[config.mk]
export PLATFORM = sky130hd
export DESIGN_NAME = lsu_queue
export DESIGN_NICKNAME = d
export VERILOG_FILES = /design/src/rtl/lsu_queue.sv
export SDC_FILE = /design/constraint.sdc
export NUM_CORES = 1
export LEC_CHECK = 0
export CAP_MARGIN = 30
export CORE_ASPECT_RATIO = 1.25
export CORE_UTILIZATION = 52
export DETAILED_ROUTE_END_ITERATION = 8
export PLACE_DENSITY_LB_ADDON = 0.3
export SLEW_MARGIN = 20
export SYNTH_ARGS = -nofsm -noshare
export SYNTH_HDL_FRONTEND = slang
export SYNTH_SLANG_ARGS = --single-unit
[constraint.sdc]
create_clock -name clk -period 3.6 [get_ports clk]
set_input_delay 0.36 -clock clk [delete_from_list [all_inputs] [get_ports clk]]
set_output_delay 0.36 -clock clk [all_outputs]
set_load 0.02 [all_outputs]
[src/rtl/lsu_queue.sv]
// Load/store queue: request FIFO feeding dmem, in-order tagged responses, flush with response discard.
// Optional LSU_PERF_CNT_EN adds load/store completion and request-stall counters.
module lsu_queue #(
    parameter int REQ_DEPTH_P    = 4,
    parameter int MAX_INFLIGHT_P = 2,
    parameter int TAG_WIDTH_P    = 4
) (
    input  logic                                   clk,
    input  logic                                   reset,
    input  logic                                   req_v_i,
    output logic                                   req_ready_o,
    input  logic                                   req_wen_i,
    input  logic                                   req_byte_i,
    input  logic [31:0]                            req_addr_i,
    input  logic [31:0]                            req_data_i,
    input  logic [TAG_WIDTH_P-1:0]                 req_tag_i,
    input  logic                                   flush_i,
    output logic                                   mem_v_o,
    output logic                                   mem_wen_o,
    output logic                                   mem_byte_o,
    output logic [31:0]                            mem_addr_o,
    output logic [31:0]                            mem_data_o,
    input  logic                                   mem_yumi_i,
    input  logic                                   mem_resp_v_i,
    input  logic [31:0]                            mem_resp_data_i,
    output logic                                   mem_resp_yumi_o,
    output logic                                   resp_v_o,
    output logic [31:0]                            resp_data_o,
    output logic [TAG_WIDTH_P-1:0]                 resp_tag_o,
    output logic                                   resp_is_store_o,
    input  logic                                   resp_ready_i,
    output logic [$clog2(MAX_INFLIGHT_P+1)-1:0]    inflight_o,
    output logic                                   busy_o,
    output logic                                   exception_o
`ifdef LSU_PERF_CNT_EN
    ,
    output logic [31:0]                            perf_loads_o,
    output logic [31:0]                            perf_stores_o,
    output logic [31:0]                            perf_stall_o
`endif
);

    localparam int AW = $clog2(REQ_DEPTH_P);
    localparam int PW = AW + 1;
    localparam int CW = $clog2(MAX_INFLIGHT_P + 1);
    localparam int TW = (MAX_INFLIGHT_P > 1) ? $clog2(MAX_INFLIGHT_P) : 1;

    typedef struct packed {
        logic                   wen;
        logic                   byte_acc;
        logic [31:0]            addr;
        logic [31:0]            data;
        logic [TAG_WIDTH_P-1:0] tag;
    } req_t;

    typedef struct packed {
        logic [TAG_WIDTH_P-1:0] tag;
        logic                   wen;
    } tag_t;

    req_t          req_mem [REQ_DEPTH_P];
    tag_t          tag_mem [MAX_INFLIGHT_P];
    logic [PW-1:0] wr_ptr, rd_ptr;
    logic [TW-1:0] tag_wr, tag_rd;
    logic [CW-1:0] inflight, inflight_nxt, discard_cnt;
    logic          exc;
    logic          full, empty, push, issue, resp_pop, discarding;
    req_t          head;
    tag_t          tag_head;

    function automatic logic [TW-1:0] tag_inc(input logic [TW-1:0] idx);
        return (idx == TW'(MAX_INFLIGHT_P - 1)) ? '0 : idx + TW'(1);
    endfunction

    // Full when the wrap bits differ but the indices match.
    assign full  = (wr_ptr[AW] != rd_ptr[AW]) && (wr_ptr[AW-1:0] == rd_ptr[AW-1:0]);
    assign empty = (wr_ptr == rd_ptr);
    assign head  = req_mem[rd_ptr[AW-1:0]];
    assign tag_head = tag_mem[tag_rd];

    assign discarding = (discard_cnt != '0);
    assign push       = req_v_i && !full && !flush_i;
    assign issue      = mem_v_o && mem_yumi_i;
    assign resp_pop   = mem_resp_yumi_o;

    assign req_ready_o = !full;
    assign mem_v_o     = !empty && (inflight < CW'(MAX_INFLIGHT_P)) && !flush_i;
    assign mem_wen_o   = head.wen;
    assign mem_byte_o  = head.byte_acc;
    assign mem_addr_o  = head.addr;
    assign mem_data_o  = head.data;

    // A response with nothing outstanding is never acknowledged; it only raises the exception.
    assign mem_resp_yumi_o = mem_resp_v_i && (inflight != '0) && (resp_ready_i || discarding);
    assign resp_v_o        = mem_resp_v_i && !discarding && (inflight != '0);
    assign resp_data_o     = tag_head.wen ? 32'h0 : mem_resp_data_i;
    assign resp_tag_o      = tag_head.tag;
    assign resp_is_store_o = tag_head.wen;

    assign inflight_o  = inflight;
    assign busy_o      = !empty || (inflight != '0);
    assign exception_o = exc;

    always_comb begin
        inflight_nxt = inflight;
        if (issue && !resp_pop) begin
            inflight_nxt = inflight + CW'(1);
        end else if (!issue && resp_pop) begin
            inflight_nxt = inflight - CW'(1);
        end
    end

    always_ff @(posedge clk) begin
        if (push) begin
            req_mem[wr_ptr[AW-1:0]] <= '{wen: req_wen_i, byte_acc: req_byte_i, addr: req_addr_i,
                                         data: req_data_i, tag: req_tag_i};
        end
        if (issue) begin
            tag_mem[tag_wr] <= '{tag: head.tag, wen: head.wen};
        end
    end

    always_ff @(posedge clk or negedge reset) begin
        if (!reset) begin
            wr_ptr      <= '0;
            rd_ptr      <= '0;
            tag_wr      <= '0;
            tag_rd      <= '0;
            inflight    <= '0;
            discard_cnt <= '0;
            exc         <= 1'b0;
        end else begin
            // Flush never coincides with an issue, so the read pointer just catches up.
            if (flush_i) begin
                rd_ptr <= wr_ptr;
            end else begin
                if (push)  wr_ptr <= wr_ptr + PW'(1);
                if (issue) rd_ptr <= rd_ptr + PW'(1);
            end
            if (issue)    tag_wr <= tag_inc(tag_wr);
            if (resp_pop) tag_rd <= tag_inc(tag_rd);
            inflight <= inflight_nxt;
            if (flush_i) begin
                discard_cnt <= inflight_nxt;
            end else if (resp_pop && discarding) begin
                discard_cnt <= discard_cnt - CW'(1);
            end
            if (mem_resp_v_i && (inflight == '0)) exc <= 1'b1;
        end
    end

`ifdef LSU_PERF_CNT_EN
    always_ff @(posedge clk or negedge reset) begin
        if (!reset) begin
            perf_loads_o  <= '0;
            perf_stores_o <= '0;
            perf_stall_o  <= '0;
        end else begin
            if (resp_v_o && resp_ready_i && !tag_head.wen) perf_loads_o  <= perf_loads_o + 32'd1;
            if (resp_v_o && resp_ready_i && tag_head.wen)  perf_stores_o <= perf_stores_o + 32'd1;
            if (req_v_i && !req_ready_o)                   perf_stall_o  <= perf_stall_o + 32'd1;
        end
    end
`endif

endmodule

Yosys cells after proc, flatten, opt, wreduce, memory -nomap -nowiden
Memory sizes are Yosys's and may differ from the RTL's.
Cells that the tools add are included.
{ "classes": {"magnitude_cmp": 1, "eq_ne": 3, "mux": 13, "n_bitwise": 1, "n_reduce_logical": 28, "n_addsub": 7} }
{ "op_table": {"columns": ["cell", "count"], "rows": [
  ["$mux 32", 1],
  ["$logic_and 1x1->1", 14],
  ["$mux 2", 4],
  ["$reduce_bool 2->1", 4],
  ["$add 3x1->3 const B", 2],
  ["$logic_not 1->1", 6],
  ["$mux 1", 6],
  ["$mux 3", 2],
  ["$sub 2x1->2 const B", 2],
  ["$eq 3x3->1", 1],
  ["$add 1x1->1 const B", 2],
  ["$add 2x1->2 const B", 1],
  ["$eq 2x2->1", 1],
  ["$logic_not 2->1", 1],
  ["$logic_or 1x1->1", 2],
  ["$lt 2x2->1 const B", 1],
  ["$reduce_and 2->1", 1],
  ["$ne 1x1->1", 1],
  ["$not 1->1", 1]
]} }
{ "totals": {"regBits": 13, "word_cells": 62, "mem_count": 2, "out_inout_bits": 111, "mem_bits_rw": 290, "inputBits": 109} }
{ "memory_table": {"columns": ["memory", "depth", "word_bits", "rd", "rd_clocked_by_memory_dff", "wr", "line", "text"], "rows": [
  ["req_mem", 4, 70, 1, 0, 1, "61", "req_t req_mem [REQ_DEPTH_P];"],
  ["tag_mem", 2, 5, 1, 0, 1, "62", "tag_t tag_mem [MAX_INFLIGHT_P];"]
]} }

Depth between registers and ports, before layout
Gate-level depths: netlist (run 1).
{ "logic_depth": {"depth_word": 10, "ltp_mapped": 6, "mapped_depth_nobuf": 6} }

Least setup slack after synthesis (run 1)
OpenSTA, ideal clock, no wires.
{ "synth_timing": {"path_kind": "reg-to-reg", "from": "reg rd_ptr[0]", "to": "mem req_mem[3][0] (netlist bit) (enable)", "setup_time_ps": 437, "path_stages_with_launch": 5, "path_slack_ps": 318, "required_time_ps": 3163, "arrival_ps": 2845, "n_path_buf": 1, "period_less_slack_ps": 3282, "cell_sequence": "dfrtp_1 buf_4 xnor2_2 a311oi_2 and2_1"} }
{ "synth_between": {"elab_chain_len": 7} }
{ "synth_rtl": {"columns": ["item", "line", "text"], "rows": [
  ["from (decl)", "63", "logic [PW-1:0] wr_ptr, rd_ptr;"],
  ["from (signal assigned)", "135", "rd_ptr <= wr_ptr;"],
  ["from (signal assigned)", "138", "if (issue) rd_ptr <= rd_ptr + PW'(1);"],
  ["$eq 2x2->1", "76", "assign full = (wr_ptr[AW] != rd_ptr[AW]) && (wr_ptr[AW-1:0] == rd_ptr[AW-1:0]);"],
  ["$logic_and 1x1->1", "76", null],
  ["$logic_not 1->1", "82", "assign push = req_v_i && !full && !flush_i;"],
  ["$logic_and 1x1->1 (2 in a row)", "82", null],
  ["$mux 1", "114", "if (push) begin"],
  ["$mux 1 (implied by the code)", "115", "req_mem[wr_ptr[AW-1:0]] <= '{wen: req_wen_i, byte_acc: req_byte_i, addr: req_addr_i,"],
  ["to (decl)", "61", null]
]} }
Every way passes these cells.

Final worst setup path (run 1)
{ "layout_timing": {"from": "reg rd_ptr[0]", "to": "out mem_data_o[1]"} }
{ "layout_between": {"elab_chain_len": 1} }
{ "layout_rtl": {"columns": ["item", "line", "text"], "rows": [
  ["$mem_v2 4x70", null, null],
  ["to (decl)", "22", "output logic [31:0] mem_data_o,"]
]} }
Every way passes these cells.

==> results of run 1 <==
## through the flow
step           instance area, um^2  cells
2_1_floorplan                12000    566
3_3_place_gp                 14100    993
3_5_place_dp                 14100    993
4_1_cts                      15000   1045
5_1_grt                      15000   1045
6_report                     15000   1046
## per-layer routing
| layer | wire, um | track usage [%] | part of all wire (%) |
|---|---|---|---|
| met1 | 8310 | 22.6 | 38 |
| met2 | 11600 | 33.4 | 53 |
| met3 | 1550 | 3.92 | 7.1 |
| met4 | 478 | 6.07 | 2.2 |
| met5 | 0 | 0 | 0 |
## registers in the layout, indices dropped and copies added, names as in the netlist
signal and count:
req_mem 280, tag_mem 10, rd_ptr 3, wr_ptr 3, discard_cnt 2, inflight_o 2
exception_o 1, tag_rd 1, tag_wr 1
## cell families after synthesis
| logic type | Yosys count | share of synthesized area [%] |
|---|---|---|
| AND/OR/NAND/NOR | 56 | 2.72 |
| XOR/XNOR | 12 | 1.00 |
| flip-flops | 303 | 75.5 |
| buffers and inverters | 99 | 5.25 |
| adder cells (fa/ha/maj) | 7 | 0.732 |
| multiplexers | 79 | 14.0 |
| AO/OA/AOI/OAI | 10 | 0.743 |
## Yosys cell counts, drive strengths merged
cell / count
buf: 73
o21ai: 2
mux2i: 3
nor4b: 1
nand2b: 1
xor2: 4
nand2: 5
inv: 13
nor3: 1
a221oi: 1
clkbuf: 13
a32o: 1
or3: 1
a21o: 1
mux2: 6
mux4: 70
or4: 1
xnor2: 8
a21oi: 1
nor2: 7
nand3: 2
dfrtp: 13
and3: 1
and2: 36
a31o: 1
o221ai: 1
a311oi: 2
ha: 7
edfxtp: 290
## critical path: cells and delay by family, from the launching register on
kind	cells	cell delay [ns]
mux	1	0.55
flops	1	0.81
buf+inv	2	0.99
## power groups by stage
stage               Combinational [mW]  Clock [mW]  Sequential [mW]
finish                            4.02        2.88             4.63
global route                      4.30        3.07             4.68
CTS                               4.10        2.95             4.65
detailed placement                4.08           0             4.72
global placement                  4.02           0             4.68
floorplan                         3.02           0             4.58
## layout make-up
cell class	count	area, um^2
Antenna cell	1	2.50
Clock inverter	16	156
Timing Repair Buffer	230	2350
Clock buffer	36	752
Tap cell	283	354
Fill cell	1469	7430
Inverter	13	48.8
Sequential cell	303	9040
Multi-Input combinational cell	164	2310
## path summary, 6_finish.rpt
kind	to	cells past startpoint	start
setup / recovery	mem_data_o[1]	3	rd_ptr[0]$_DFFE_PN0P_
hold / removal	inflight_o[0]$_DFF_PN0_	1	reset
setup reg to reg	req_mem[1][15]$_DFFE_PP_	4	rd_ptr[0]$_DFFE_PN0P_
hold reg to reg	exception_o$_DFFE_PN0P_	1	exception_o$_DFFE_PN0P_
max in group asynchronous	rd_ptr[1]$_DFFE_PN0P_	1	reset
min in group clk	exception_o$_DFFE_PN0P_	2	mem_resp_v_i
==> results.json, run 1 <==
{
  "pwr_density_cell_nw_per_um2": 768,
  "post_cts.resized_instances": 0,
  "max-vdd-ir-drop_uv": 607,
  "synth_top_area_share_pct": 72.8,
  "hold_class": "in2async",
  "synth_seq_area_share_pct": 75.5,
  "synth_area_um2": 12000,
  "grt_first_pass_wirelength_um": 32500,
  "pwr-share-comb_pct": 34.9,
  "hold_ws_ns": 0.213,
  "io-pin-count": 220,
  "worst_clock_skew_ns": 0.0135,
  "report.final.setup_viol": 0,
  "grt_use_total_pct": 18.8,
  "final.min_clock_period_ns": 3.28,
  "cts_buffer_depth": 3,
  "area_growth_pct": 25.5,
  "first_iter_violations": 284,
  "synthesis.yosys.warnings": 0,
  "vias_in_the_first_global_route": 5991,
  "timing.final.hold_violations": 0,
  "dpl_ws_ns": 0.783,
  "vias_per_cell": 5.42,
  "int_pwr_mw": 8.11,
  "gp_routability_congestion": 0.740,
  "global_route.overflow_total": 0,
  "most_frequent_standard_cell_in_the_layout_excluding_fill_and_tap_cells": "edfxtp_1",
  "io_buffers": 219,
  "postSynthAreaPerCell_um2": 21.1,
  "start_kind": "flop",
  "clock_power_share_pct": 25.0,
  "p_seq_share_pct": 40.2,
  "clk_pin_slew_worst_paths_ns": 0.06,
  "timing.max_slew.rel_slack_pct": 58.8,
  "largest_net_degree_at_the_start_of_global_routing": 73,
  "insertion_delay_ns": 0.53,
  "detail-route-antenna-nets": 0,
  "switching_power_mw": 3.42,
  "fin_tns_setup_ns": 0,
  "critPathSlowestCell": "dfrtp_4",
  "placeableCoreArea_um2": 22400,
  "power.switching_fraction_pct": 29.7,
  "place.detailed.hpwl_um": 13600,
  "path_cells": "buf_4 > mux4_2 > clkdlybuf4s50_1",
  "clockRootBuffer": "clkbuf_16",
  "post_cts_buffers": 0,
  "antenna_found_initial": 1,
  "grt_setup_unrepaired": "no",
  "route.detailed.drc": 0,
  "placement_rows": 61,
  "timing.critical_path.arrival_ns": 2.92,
  "max_slew.worst_pin.slew_ns": 0.617,
  "yosys_register_bits": 303,
  "finalCoreUtilization_pct": 66.9,
  "detailroute.via_count": 5674,
  "finalPower_mw": 11.5,
  "synth_largest_area_cell": "edfxtp_1",
  "mostFrequentLayoutCells": "290 x edfxtp_1, 219 x clkdlybuf4s50_1, 70 x mux4_2",
  "post_drt_wl_per_cell_um": 20.9,
  "route.final.wire_length_um": 21900,
  "synth_cell_type_count": 31,
  "fraction_of_layout_instances_using_a_drive_strength_above_1_pct": 18.5,
  "critical_path.max_fanout": 29,
  "cts_hold_buffers": 0,
  "cp-end-kind": "output port",
  "cp.required_ns": 3.24,
  "drt_pass1_iterations": 4,
  "final_critical_path_setup_slack_ns": 0.322,
  "outcome": "finished clean",
  "die_h_um": 172,
  "timing_worst_setup_path_type": "reg2out",
  "initial_utilization_pct": 53.3,
  "floorplan.die_area_um2": 23600,
  "number_of_sinks_on_the_clock_net": 303,
  "layout_worst_path_cycle_share_pct": 91.1,
  "fin_nets": 856,
  "synthesis.instances": 566,
  "htree_levels": 1,
  "leakage_nw": 4.94,
  "die_x_um": 138,
  "synthTopCellsByArea": "edfxtp_1 73%, mux4_2 13%, buf_4 4.1%",
  "cap_violations": 0,
  "synth_nets": 682,
  "critPathMaxStageDelay_ns": 0.81,
  "numCtsBuffers": 28,
  "ff2ff_setup_slack_ns": 0.82,
  "final_max_slew_viol_count": 0,
  "cts_tree": "yes",
  "fmax_mhz": 305
}
Note: power is estimated with default switching activity, not from simulation.
==> run 2, diff against run 1 <==
- ABC_AREA: unset -> 1
- CORE_UTILIZATION: 52 -> 53
- REMOVE_ABC_BUFFERS: unset -> 1
==> results.json, run 2 <==
{
  "final.min_clock_period_ns": 3.31,
  "synth_enable_flop_cells": 290,
  "critical_path.max_fanout": 50,
  "most_used_flip_flop_cell_after_synthesis": "edfxtp_1",
  "route.final.wire_length_um": 24700,
  "antennaDiodeCount": 0,
  "die_h_um": 172,
  "synthesis.instances": 931,
  "io-pin-count": 220,
  "critPathMaxStageDelay_ns": 0.67,
  "insertion_delay_ns": 0.52,
  "timing.critical_path.arrival_ns": 2.95,
  "postSynthAreaPerCell_um2": 13.2,
  "grt_setup_unrepaired": "no",
  "timing.max_slew.rel_slack_pct": 52.9,
  "synth_top_area_share_pct": 71.0,
  "synth_largest_area_cell": "edfxtp_1",
  "final_critical_path_setup_slack_ns": 0.291,
  "floorplan.die_area_um2": 23700,
  "synth_seq_area_share_pct": 73.7,
  "global_route.overflow_total": 0,
  "post_drt_wl_per_cell_um": 17.9,
  "die_x_um": 138,
  "cts_buffer_depth": 3,
  "worst_clock_skew_ns": 0.00586,
  "detail-route-antenna-nets": 0,
  "gp_routability_congestion": 0.780,
  "cts_tree": "yes",
  "fmax_mhz": 302,
  "number_of_sinks_on_the_clock_net": 303,
  "report.final.setup_viol": 0,
  "grt_first_pass_wirelength_um": 38500,
  "start_kind": "flop",
  "place_inst": 1328,
  "vias_in_the_first_global_route": 7464,
  "clk_pin_slew_worst_paths_ns": 0.06,
  "fin_tns_setup_ns": 0,
  "synthesis.yosys.warnings": 0,
  "hold_class": "in2async",
  "grt_use_total_pct": 20.7,
  "cp.required_ns": 3.24,
  "yosys_register_bits": 303,
  "synth_cell_type_count": 32,
  "path_cells": "buf_4 > o21ai_0 > o22ai_1 > clkdlybuf4s50_1",
  "max_slew.worst_pin.slew_ns": 0.707,
  "max-vdd-ir-drop_uv": 581,
  "numCtsBuffers": 26,
  "fin_nets": 1189,
  "finalPower_mw": 11.4,
  "cap_violations": 0,
  "antenna_found_initial": 2,
  "synthTopCellsByArea": "edfxtp_1 71%, o21ai_0 5.9%, nor2_1 5.5%",
  "route.detailed.drc": 0,
  "cp-end-kind": "output port",
  "drt_pass1_iterations": 5,
  "clockRootBuffer": "clkbuf_16",
  "most_frequent_standard_cell_in_the_layout_excluding_fill_and_tap_cells": "edfxtp_1",
  "post_cts_buffers": 0,
  "async_reset_ff_share_pct": 4.29,
  "cts_hold_buffers": 0,
  "timing.final.hold_violations": 0,
  "outcome": "finished clean",
  "placeableCoreArea_um2": 22400,
  "fraction_of_layout_instances_using_a_drive_strength_above_1_pct": 6.13,
  "fillers": 1611,
  "pwr_density_cell_nw_per_um2": 755,
  "mostFrequentLayoutCells": "290 x edfxtp_1, 219 x clkdlybuf4s50_1, 177 x nor2_1",
  "synth_area_um2": 12300,
  "dpl_ws_ns": 0.855,
  "final-instance-count-excl-fill": 1376,
  "vias_per_cell": 5.49,
  "place.detailed.hpwl_um": 14300,
  "timing_worst_setup_path_type": "reg2out",
  "htree_levels": 1,
  "post_cts.resized_instances": 0,
  "critPathSlowestCell": "clkdlybuf4s50_1",
  "layout_worst_path_cycle_share_pct": 91.9,
  "io_buffers": 219,
  "final_max_slew_viol_count": 0,
  "yosys-top-cells-count": "290 x edfxtp_1, 180 x nor2_1, 145 x o21ai_0",
  "first_iter_violations": 591,
  "largest_net_degree_at_the_start_of_global_routing": 144,
  "largest_register_ff_count": 280,
  "detailroute.via_count": 7553,
  "synth.most_common_cell": "edfxtp_1",
  "area_growth_pct": 22.9,
  "placement_rows": 61,
  "leakage_nw": 5.18,
  "initial_utilization_pct": 54.6
}
run 2: cell types whose count changed in the layout (fill, tap and decap cells not counted), moves of 4 or more:
cell / previous run / this run
nor2_1: 7 / 177
o21ai_0: 2 / 145
mux4_2: 70 / 0
o22ai_1: 0 / 70
inv_1: 13 / 51
and2_1: 32 / 0
nand2_1: 5 / 23
xnor2_1: 6 / 1
and2_4: 4 / 0
clkinv_2: 8 / 4
nor2_4: 0 / 4
run 2: cell families (layout without fill, tap and decap cells):
| family | after synthesis | in the layout | share of synthesized area (%) |
|---|---|---|---|
| flops | 303 | 303 | 73.7 |
| compound gates | 222 | 222 | 9.83 |
| simple gates | 221 | 221 | 7.57 |
| buf+inv | 169 | 331 | 7.44 |
| fa+ha+maj | 7 | 7 | 0.714 |
| mux | 5 | 5 | 0.459 |
| xor+xnor | 4 | 4 | 0.286 |
run 2: where the power goes:
part | internal, mW | switching, mW
clock network | 1.45 | 1.16
logic | 1.70 | 2.58
registers | 4.33 | 0.166
total | 7.48 | 3.90
run 2: path summary, 6_finish.rpt:
path	from	slack, ns	cells past startpoint	to
max in group asynchronous	reset	2.89	1	rd_ptr[0]$_DFFE_PN0P_
setup / recovery	rd_ptr[1]$_DFFE_PN0P_	0.29	4	mem_addr_o[20]
hold reg to reg	exception_o$_DFFE_PN0P_	0.46	1	exception_o$_DFFE_PN0P_
setup reg to reg	rd_ptr[1]$_DFFE_PN0P_	0.99	7	req_mem[1][26]$_DFFE_PP_
hold / removal	reset	0.23	1	exception_o$_DFFE_PN0P_
min in group clk	mem_resp_v_i	0.45	2	exception_o$_DFFE_PN0P_
run 2: area by class of cell:
cell class / count / area [um^2] / area share, %
Tap cell: 283 / 354 / 2.35
Clock inverter: 12 / 80.1 / 0.531
Clock buffer: 36 / 709 / 4.71
Sequential cell: 303 / 9040 / 60.0
Inverter: 54 / 208 / 1.38
Timing Repair Buffer: 229 / 2340 / 15.5
Multi-Input combinational cell: 459 / 2330 / 15.5
run 2: critical path, delay by kind of cell (launching register included):
kind	cells	cell delay, ns
compound gates	2	0.51
buf+inv	2	1.24
flops	1	0.66
run 2: per-stage QoR:
stage / hold WS [ns] / cell area [um^2] / utilization (%)
detailed placement: 0.452 / 14300 / 63.6
finish: 0.231 / 15100 / 67.1
floorplan: 0.0644 / 11600 / -
CTS: 0.236 / 15100 / 67.1
global placement: 0.439 / 14300 / 63.6
global route: 0.272 / 15100 / 67.1
run 2: metal layers:
metal	GRT usage, %	vias up	part of all wire (%)
li1	-	3554	-
met1	25.9	3686	40
met2	36.7	271	51
met3	4.02	38	7.1
met4	6.35	4	1.9
met5	0	-	0.093
==> run 3, diff against run 2 <==
- GPL_TIMING_DRIVEN: unset -> 1
==> results of run 3 <==
Same layout as run 2: the final DEF is identical, and so are final timing and power.
